`src/rtl/hazard_pkg.sv`:
```
// Shared types and constants for the hazard unit: forward selects, FSM states, x0 index.
package hazard_pkg;

  typedef enum logic [1:0] {
    FWD_NONE = 2'b00,
    FWD_MEM  = 2'b01,
    FWD_WB   = 2'b10
  } fwd_sel_t;

  typedef enum logic {
    HZ_RUN     = 1'b0,
    HZ_MC_BUSY = 1'b1
  } hz_state_t;

  localparam int unsigned X0 = 0;

endpackage

```
`src/rtl/hazard_ctrl_fwd_match.sv`:
```
// Per-source-port forwarding match: mem beats writeback, x0 is never forwarded.
module fwd_match
  import hazard_pkg::*;
#(
  parameter int REG_AW = 5
) (
  input  logic [REG_AW-1:0] rs,
  input  logic              rs_valid,
  input  logic [REG_AW-1:0] m_rd,
  input  logic              m_we,
  input  logic [REG_AW-1:0] w_rd,
  input  logic              w_we,
  output fwd_sel_t          sel
);

  logic m_hit;
  logic w_hit;

  always_comb begin
    m_hit = rs_valid && m_we && (m_rd == rs) && (m_rd != REG_AW'(X0));
    w_hit = rs_valid && w_we && (w_rd == rs) && (w_rd != REG_AW'(X0));
    sel   = FWD_NONE;
    if (m_hit) begin
      sel = FWD_MEM;
    end else if (w_hit) begin
      sel = FWD_WB;
    end
  end

endmodule

```
`src/rtl/hazard_ctrl.sv`:
```
// Hazard unit for the 5-stage RV32 core: forwarding, load-use, multi-cycle sequencing, redirect.
// Optional perf counters are built when HAZARD_PERF_EN is defined.
module hazard_ctrl
  import hazard_pkg::*;
#(
  parameter int NUM_SRC = 2,
  parameter int REG_AW  = 5,
  parameter int MC_LAT  = 4,
  parameter int PERF_W  = 32
) (
  input  logic                      clk,
  input  logic                      rst_n,
  input  logic [NUM_SRC*REG_AW-1:0] D_rs,
  input  logic [NUM_SRC-1:0]        D_rs_valid,
  input  logic [NUM_SRC*REG_AW-1:0] E_rs,
  input  logic [NUM_SRC-1:0]        E_rs_valid,
  input  logic [REG_AW-1:0]         E_rd,
  input  logic                      E_we,
  input  logic                      E_is_load,
  input  logic                      E_is_mc,
  input  logic                      E_redirect,
  input  logic [REG_AW-1:0]         M_rd,
  input  logic                      M_we,
  input  logic [REG_AW-1:0]         W_rd,
  input  logic                      W_we,
  output logic [NUM_SRC*2-1:0]      fwd_sel,
  output logic                      stall_F,
  output logic                      stall_D,
  output logic                      stall_E,
  output logic                      flush_D,
  output logic                      flush_E,
  output logic                      flush_M,
  output logic                      mc_busy,
`ifdef HAZARD_PERF_EN
  output logic [PERF_W-1:0]         perf_stall_cyc,
  output logic [PERF_W-1:0]         perf_flush_cnt,
  output logic [PERF_W-1:0]         perf_fwd_cnt,
`endif
  output hz_state_t                 dbg_state
);

  localparam int CNT_W = (MC_LAT > 2) ? $clog2(MC_LAT) : 1;

  hz_state_t            state_q, state_d;
  logic [CNT_W-1:0]     cnt_q, cnt_d;
  logic [NUM_SRC*2-1:0] fwd_raw;
  logic                 lu_hit, load_use, run, mc_enter, redirect, mc_hold, lu_stall;

  for (genvar i = 0; i < NUM_SRC; i++) begin : g_fwd
    fwd_sel_t sel;
    fwd_match #(.REG_AW(REG_AW)) u_fwd_match (
      .rs       (E_rs[i*REG_AW +: REG_AW]),
      .rs_valid (E_rs_valid[i]),
      .m_rd     (M_rd),
      .m_we     (M_we),
      .w_rd     (W_rd),
      .w_we     (W_we),
      .sel      (sel)
    );
    assign fwd_raw[i*2 +: 2] = sel;
  end

  always_comb begin
    lu_hit = 1'b0;
    for (int i = 0; i < NUM_SRC; i++) begin
      if (D_rs_valid[i] && (D_rs[i*REG_AW +: REG_AW] == E_rd)) lu_hit = 1'b1;
    end
    load_use = E_is_load && E_we && (E_rd != REG_AW'(X0)) && lu_hit;
    run      = (state_q == HZ_RUN);
    mc_enter = run && E_is_mc && !E_redirect;
    redirect = run && E_redirect;
    // Stalls hold through the last counted cycle; the cnt==0 cycle lets E advance.
    mc_hold  = mc_enter || ((state_q == HZ_MC_BUSY) && (cnt_q != '0));
    lu_stall = run && load_use && !redirect && !mc_enter;

    state_d = state_q;
    cnt_d   = cnt_q;
    case (state_q)
      HZ_RUN: begin
        if (mc_enter) begin
          state_d = HZ_MC_BUSY;
          cnt_d   = CNT_W'(MC_LAT - 2);
        end
      end
      HZ_MC_BUSY: begin
        if (cnt_q == '0) state_d = HZ_RUN;
        else             cnt_d   = cnt_q - 1'b1;
      end
      default: state_d = HZ_RUN;
    endcase

    fwd_sel = rst_n ? fwd_raw : '0;
    stall_F = rst_n && (mc_hold || lu_stall);
    stall_D = rst_n && (mc_hold || lu_stall);
    stall_E = rst_n && mc_hold;
    flush_M = rst_n && mc_hold;
    mc_busy = rst_n && mc_hold;
    flush_D = rst_n && redirect;
    flush_E = rst_n && (redirect || lu_stall);
  end

  always_ff @(posedge clk or negedge rst_n) begin
    if (!rst_n) begin
      state_q <= HZ_RUN;
      cnt_q   <= '0;
    end else begin
      state_q <= state_d;
      cnt_q   <= cnt_d;
    end
  end

  assign dbg_state = state_q;

`ifdef HAZARD_PERF_EN
  logic [PERF_W-1:0] stall_cyc_q, stall_cyc_d;
  logic [PERF_W-1:0] flush_cnt_q, flush_cnt_d;
  logic [PERF_W-1:0] fwd_cnt_q, fwd_cnt_d;

  // Saturating increments: a counter sticks at all-ones once it gets there.
  always_comb begin
    stall_cyc_d = stall_cyc_q;
    flush_cnt_d = flush_cnt_q;
    fwd_cnt_d   = fwd_cnt_q;
    if (stall_F && !(&stall_cyc_q))         stall_cyc_d = stall_cyc_q + 1'b1;
    if (flush_D && !(&flush_cnt_q))         flush_cnt_d = flush_cnt_q + 1'b1;
    if ((|fwd_sel) && !(&fwd_cnt_q))        fwd_cnt_d   = fwd_cnt_q + 1'b1;
  end

  always_ff @(posedge clk or negedge rst_n) begin
    if (!rst_n) begin
      stall_cyc_q <= '0;
      flush_cnt_q <= '0;
      fwd_cnt_q   <= '0;
    end else begin
      stall_cyc_q <= stall_cyc_d;
      flush_cnt_q <= flush_cnt_d;
      fwd_cnt_q   <= fwd_cnt_d;
    end
  end

  assign perf_stall_cyc = stall_cyc_q;
  assign perf_flush_cnt = flush_cnt_q;
  assign perf_fwd_cnt   = fwd_cnt_q;
`endif

endmodule

```
`config.mk`:
```
export PLATFORM = sky130hd
export DESIGN_NAME = hazard_ctrl
export DESIGN_NICKNAME = d
export VERILOG_FILES = /design/src/rtl/hazard_pkg.sv /design/src/rtl/hazard_ctrl_fwd_match.sv /design/src/rtl/hazard_ctrl.sv
export SDC_FILE = /design/constraint.sdc
export NUM_CORES = 1
export LEC_CHECK = 0
export CAP_MARGIN = 5
export CORE_MARGIN = 4
export CORE_UTILIZATION = 32
export DETAILED_ROUTE_END_ITERATION = 12
export PLACE_DENSITY_LB_ADDON = 0.15
export RECOVER_POWER = 50
export SETUP_SLACK_MARGIN = 0.1
export SLEW_MARGIN = 25
export SYNTH_ARGS = -nofsm -noshare
export SYNTH_HDL_FRONTEND = slang
export SYNTH_SLANG_ARGS = --single-unit
```
`constraint.sdc`:
```
create_clock -name clk -period 2.6 [get_ports clk]
set_input_delay 0.39 -clock clk [delete_from_list [all_inputs] [get_ports clk]]
set_output_delay 0.39 -clock clk [all_outputs]
set_load 0.02 [all_outputs]
```
==> results.tsv, run 1 <==
metric	value	unit
status	finished, final reports clean	
worst hold path class	flip-flop to flip-flop	
slew margin rel.	76.81	%
Port Buffers	58	
CP Class	input port to output port	
count leader, synth	xor2_1	
core area	1783	µm²
fin nets	199	
RSZ-0062 raised after global routing	true	
HPWL after detailed placement	2.021	mm
Mapped Area	623.1	µm²
CP Cell Sequence	dlygate4sd3_1 -> clkbuf_1 -> and3b_1 -> clkdlybuf4s50_1	
Ant. Diodes	0	
Detailed Route WL	2.307	mm
Sw Share	39.37	%
Die Area	2717	µm²
Die H	52.13	µm
critical path arrival	2.09	ns
Final setup viols	0	
vias	853	
reg2reg start	cnt_q[0]$_DFFE_PN0P_	
placed cell count	171	
worst skew pair latency	0.23	ns
Synth area leaders	xor2_1, xnor2_1, dfrtp_1	
Cell Pwr Density	421.6	nW/µm²
R2R setup slack	1.39	ns
CP Depth	4	
worst slew pin tran	0.3479	ns
FF+latch count, synth	3	
main flop type after synthesis	dfrtp_1	
Initial Utilization	34.95	%
GRT Resource Usage Total	17.21	%
io pins	59	
Post-Layout Cell Count	175	
combinational share of power	68.3	%
Pwr Total	552.3	µW
Critical Path Fanout Max	8	
Yosys top cell area share	22.49	%
Final ANT Viol Nets	0	
Hold Crit Endpoint	cnt_q[0]$_DFFE_PN0P_	
TritonRoute pass-1 iters	4	
Clk pwr share	14.8	%
post-CTS setup buffer count	0	
Final Hold Viols	0	
CTS sink count	3	
overflow left after global routing	0	
Fin Setup TNS	0	ns
largest net degree at the start of global routing	9	
routed len/inst	13.18	µm
Seq/Total Area, Yosys	12.05	%
Yosys warnings	0	
die span in x	52.13	µm
Synth Area per Inst	8.092	µm²
first-pass GRT wire length	3.560	mm
DR DRC count	0	
Crit-path slowest cell	clkdlybuf4s50_1	
skew final	0.001383	ns
cts bufs inserted	3	
area leader, netlist	xor2_1	
LEAKAGE	0.0005399	µW
Row Count	15	
CP Capture Type	output port	
max_cap viols	0	
area grow syn2layout	110.2	%
max-slew violations	0	
Clock Tree Root	clkbuf_4	
hold buffer count at CTS	0	
power share of the sequential group	16.8	%
WP buf/inv	3	
CP top delay family	buffers and inverters	
routability congestion estimate	0.8702	
FF-to-FF End	cnt_q[0]$_DFFE_PN0P_	
clock-pin slew on the worst setup and hold paths	0.04	ns
hold_sp	cnt_q[0]$_DFFE_PN0P_	
max incr delay on CP	0.62	ns
Internal Power	334.9	µW
Critical Path Source Type	input port	
hold path depth	1	
share of layout cells above drive strength 1	16.00	%
fraction of registers with async set/reset	100.0	%
final hold slack	0.4680	ns
R2R depth	6	
Via density	4.874	
cells after synthesis	77	
Starting DRT DRC Count	22	
htree depth	1	
period utilization	95.39	%
worst path required time	2.21	ns
number of flops mapped to enable cells by yosys	0	
initial antenna violation count	0	
CTS max path bufs	2	
Net Switching	217.4	µW
crit path time final	2.480	ns
vias in the first global route	889	
top post-synthesis cells by count	xor2_1, xnor2_1, nor3_1	
Max IR drop VDD	0.4434	mV
CTS tree	done	
Net Count, Synth	125	
Fmax achieved	403.2	MHz
Yosys cell types	28	
-- final cells by class --
type                    count  area [µm²]
inverters                   2       7.507
flip-flops and latches      3       75.07
multi-input cells          69       525.5
clock buffers               4       26.28
repair buffers             72       644.4
well taps                  25       31.28
fillers                   149       473.0
-- metal layers --
layer	routed length [µm]	GRT usage, %	vias to the layer above	share of wire [%]
met5	0	0	-	0
met4	8	3.930	0	0.35
met3	279	3.438	2	12
met2	1198	35.36	48	52
met1	821	17.04	384	36
li1	-	-	419	-
-- flip-flops by register name, summed over array words and instances (netlist names) --
register   cells
cnt_q          2
dbg_state      1
-- power by group through the flow --
stage          Sequential, µW  Combinational (µW)  Clock, µW
6_report                 93.0                 377       82.0
5_1_grt                  97.5                 407       88.4
4_1_cts                  93.6                 398       82.5
3_5_place_dp             94.7                 404          0
3_3_place_gp             93.2                 393          0
2_1_floorplan             101                 193          0
-- metrics by stage --
step | setup slack (ns) | utilization [%] | cell area [µm²]
after CTS | 0.04088 | 75.09 | 1339
after global routing | 0.02177 | 73.47 | 1310
after floorplan | 0.5374 | - | 623.1
after global placement | -0.1804 | 73.89 | 1318
after detailed placement | -0.2301 | 73.89 | 1318
final | 0.1198 | 73.47 | 1310
-- kinds of logic (layout without fill, tap and decap cells) --
group | after synthesis | after routing | share of synthesized area [%]
compound gates | 9 | 9 | 10.04
xor+xnor | 30 | 30 | 42.17
fa+ha+maj | 1 | 1 | 2.008
buf+inv | 5 | 78 | 4.819
flops | 3 | 3 | 12.05
mux | 1 | 1 | 1.606
simple gates | 28 | 28 | 27.31
-- what timing repair did --
| item | CTS | global route |
|---|---|---|
| resized for setup | 11 | 15 |
| hold endpoints to repair | 0 | 0 |
| endpoints found under the setup margin | 7 | 10 |
-- placed cells by master, fill, tap and decap left out --
cell | netlist | layout
clkbuf_1 | 0 | 4
o211ai_1 | 1 | 1
dlygate4sd2_1 | 0 | 2
nand2b_1 | 2 | 2
nor4_1 | 4 | 4
o21ai_0 | 2 | 1
and3b_1 | 1 | 1
clkbuf_4 | 0 | 3
nand4_1 | 2 | 2
xor2_1 | 16 | 16
and2_1 | 2 | 2
a21oi_1 | 1 | 1
clkdlybuf4s50_1 | 0 | 45
or4_1 | 2 | 2
buf_2 | 0 | 1
clkbuf_2 | 0 | 4
mux2i_1 | 1 | 1
nor2_1 | 2 | 2
xnor2_1 | 14 | 14
ha_1 | 1 | 1
dlymetal6s2s_1 | 0 | 1
a22oi_1 | 1 | 1
o21ai_1 | 0 | 1
a32oi_1 | 1 | 1
and2_0 | 1 | 1
dfrtp_1 | 3 | 3
and2_2 | 1 | 1
nand3_1 | 2 | 2
or4_4 | 1 | 1
inv_1 | 2 | 2
o21bai_1 | 2 | 2
dlygate4sd3_1 | 0 | 3
o21ai_4 | 0 | 1
nand4b_1 | 1 | 1
nor3_1 | 5 | 5
buf_4 | 3 | 13
nand2_1 | 2 | 2
-- worst max-delay path by stage --
stage | from | slack [ns] | to
after floorplan | cnt_q[0]$_DFFE_PN0P_ | 0.54 | stall_F
after global placement | M_rd[3] | -0.18 | fwd_sel[3]
after detailed placement | M_rd[3] | -0.23 | fwd_sel[1]
after CTS | M_rd[3] | 0.04 | fwd_sel[1]
after global routing | E_rd[2] | 0.02 | stall_F
final | rst_n | 0.12 | flush_D
(Power assumes the default switching activity.)
==> run 2: changes to the inputs <==
- SLEW_MARGIN: 25 -> not set
==> results of run 2 <==
No change in the layout: final DEF, timing and power equal those of run 1.
==> run 3: changes to the inputs <==
- CORE_UTILIZATION: 32 -> 30
- MAX_ROUTING_LAYER: not set -> met4
- clock period: 2.6 -> 2.61 ns (I/O delays scaled with it)
==> run 3 against run 2 <==
First-iteration DRC count decreased by 100%. Total power increased by 0.52%. Sequential power increased by 1%. Critical path depth increased by 2. Routed wire length increased by 0.22%. Count of clock-buffer cells in the layout unchanged. Clock skew increased by 0.0018 ns. Core utilization decreased by 5.4 points. Sequential cell count unchanged. Non-clock buffer count increased by 1. Largest power group unchanged.
==> results.tsv, run 3 (same netlist as run 1, synthesis figures left out) <==
metric	value	unit
share of layout cells above drive strength 1	15.89	%
HPWL after detailed placement	2.100	mm
Critical Path Fanout Max	2	
cts bufs inserted	3	
status	finished, final reports clean	
FF-to-FF End	cnt_q[0]$_DFFE_PN0P_	
GRT Resource Usage Total	16.56	%
hold_sp	cnt_q[0]$_DFFE_PN0P_	
area grow syn2layout	114.5	%
CP Cell Sequence	clkdlybuf4s50_1 -> or4_4 -> o21ai_4 -> nor3_1 -> and2_1 -> dlygate4sd2_1	
skew final	0.003195	ns
Cell Pwr Density	415.5	nW/µm²
worst skew pair latency	0.23	ns
Initial Utilization	31.76	%
R2R setup slack	1.39	ns
Net Switching	218.3	µW
Internal Power	336.9	µW
Hold Crit Endpoint	cnt_q[0]$_DFFE_PN0P_	
Fmax achieved	407.4	MHz
vias in the first global route	839	
Final setup viols	0	
initial antenna violation count	0	
Max IR drop VDD	0.3566	mV
Starting DRT DRC Count	0	
Final ANT Viol Nets	0	
routability congestion estimate	0.8155	
TritonRoute pass-1 iters	1	
Die H	53.58	µm
overflow left after global routing	0	
max reg flops	2	
fin nets	200	
io pins	59	
routed len/inst	12.99	µm
Most flops, register	cnt_q	
hold path depth	1	
Final Hold Viols	0	
largest net degree at the start of global routing	8	
CTS max path bufs	2	
CTS tree	done	
power share of the sequential group	17.0	%
post-CTS setup buffer count	0	
die span in x	53.58	µm
CP Capture Type	output port	
Clock Tree Root	clkbuf_4	
htree depth	1	
worst slew pin tran	0.2777	ns
worst hold path class	flip-flop to flip-flop	
Die Area	2870	µm²
hold buffer count at CTS	0	
first-pass GRT wire length	3.415	mm
Worst Setup SP	M_rd[3]	
Pwr Total	555.2	µW
max incr delay on CP	0.55	ns
RSZ-0062 raised after global routing	false	
critical path arrival	2.06	ns
R2R depth	6	
crit path time final	2.454	ns
slew margin rel.	81.31	%
CTS sink count	3	
Sw Share	39.32	%
commonest cells after routing, fill and taps aside	clkdlybuf4s50_1, xor2_1, xnor2_1, buf_4, nor3_1	
clock-pin slew on the worst setup and hold paths	0.04	ns
reg2reg start	cnt_q[0]$_DFFE_PN0P_	
max_cap viols	0	
Ant. Diodes	0	
final hold slack	0.4768	ns
vias	815	
Crit-path slowest cell	or4_4	
commonest non-fill, non-tap cell in the layout	clkdlybuf4s50_1	
DR DRC count	0	
Row Count	16	
combinational share of power	68.2	%
max-slew violations	0	
Critical Path Source Type	input port	
Port Buffers	58	
Via density	4.579	
worst path required time	2.22	ns
period utilization	94.04	%
core area	1962	µm²
CP Class	input port to output port	
Detailed Route WL	2.312	mm
Clk pwr share	14.8	%
LEAKAGE	0.0005470	µW
run 3: final cells by class:
class | instances | area, µm²
multi-input combinational | 69 | 531.8
inverter | 2 | 7.507
tap | 27 | 33.78
clock buffer | 4 | 26.28
timing repair buffer | 73 | 661.9
fill | 185 | 625.6
sequential | 3 | 75.07
run 3: what timing repair did:
action,4_1_cts,5_1_grt
setup endpoints to repair,7,9
endpoints found under the hold margin,0,0
gates resized for setup,13,10
pin swaps,0,0
run 3: power groups by stage:
| stage | clock (µW) | combinational, µW | sequential (µW) |
|---|---|---|---|
| after global placement | 0 | 393 | 92.9 |
| after floorplan | 0 | 192 | 100 |
| final | 82.4 | 379 | 94.2 |
| after CTS | 83.5 | 400 | 94.1 |
| after detailed placement | 0 | 404 | 94.7 |
| after global routing | 89.2 | 411 | 99.5 |
run 3: worst max path at each step:
stage               slack, ns  depth (start not counted)    endpoint
floorplan                0.55                          7     stall_F
global placement        -0.19                          6  fwd_sel[1]
detailed placement      -0.23                          6  fwd_sel[1]
CTS                      0.07                          6  fwd_sel[1]
global route             0.10                          6  fwd_sel[0]
finish                   0.16                          6  fwd_sel[0]
run 3: per-stage QoR:
stage / setup TNS [ns] / utilization, % / setup WS [ns] / area (µm²) / cells
6_report: 0 / 68.11 / 0.1555 / 1336 / 178
5_1_grt: 0 / 68.11 / 0.1034 / 1336 / 178
4_1_cts: 0 / 69.20 / 0.06871 / 1358 / 178
3_5_place_dp: -1.177 / 67.67 / -0.2279 / 1328 / 174
3_3_place_gp: -0.8532 / 67.67 / -0.1941 / 1328 / 174
2_1_floorplan: 0 / - / 0.5459 / 623.1 / 77
run 3: routing by layer:
| layer | track usage (%) | share of wire (%) | vias up |
|---|---|---|---|
| met5 | - | 0 | - |
| met4 | 3.830 | 0 | 0 |
| met3 | 1.939 | 8.3 | 0 |
| met2 | 36.12 | 59 | 36 |
| met1 | 14.36 | 33 | 359 |
| li1 | - | - | 420 |
run 3: worst max-delay path, delay by kind of cell:
kind / cells / cell delay [ns]
compound gates: 1 / 0.15
buf+inv: 2 / 0.73
simple gates: 3 / 0.78
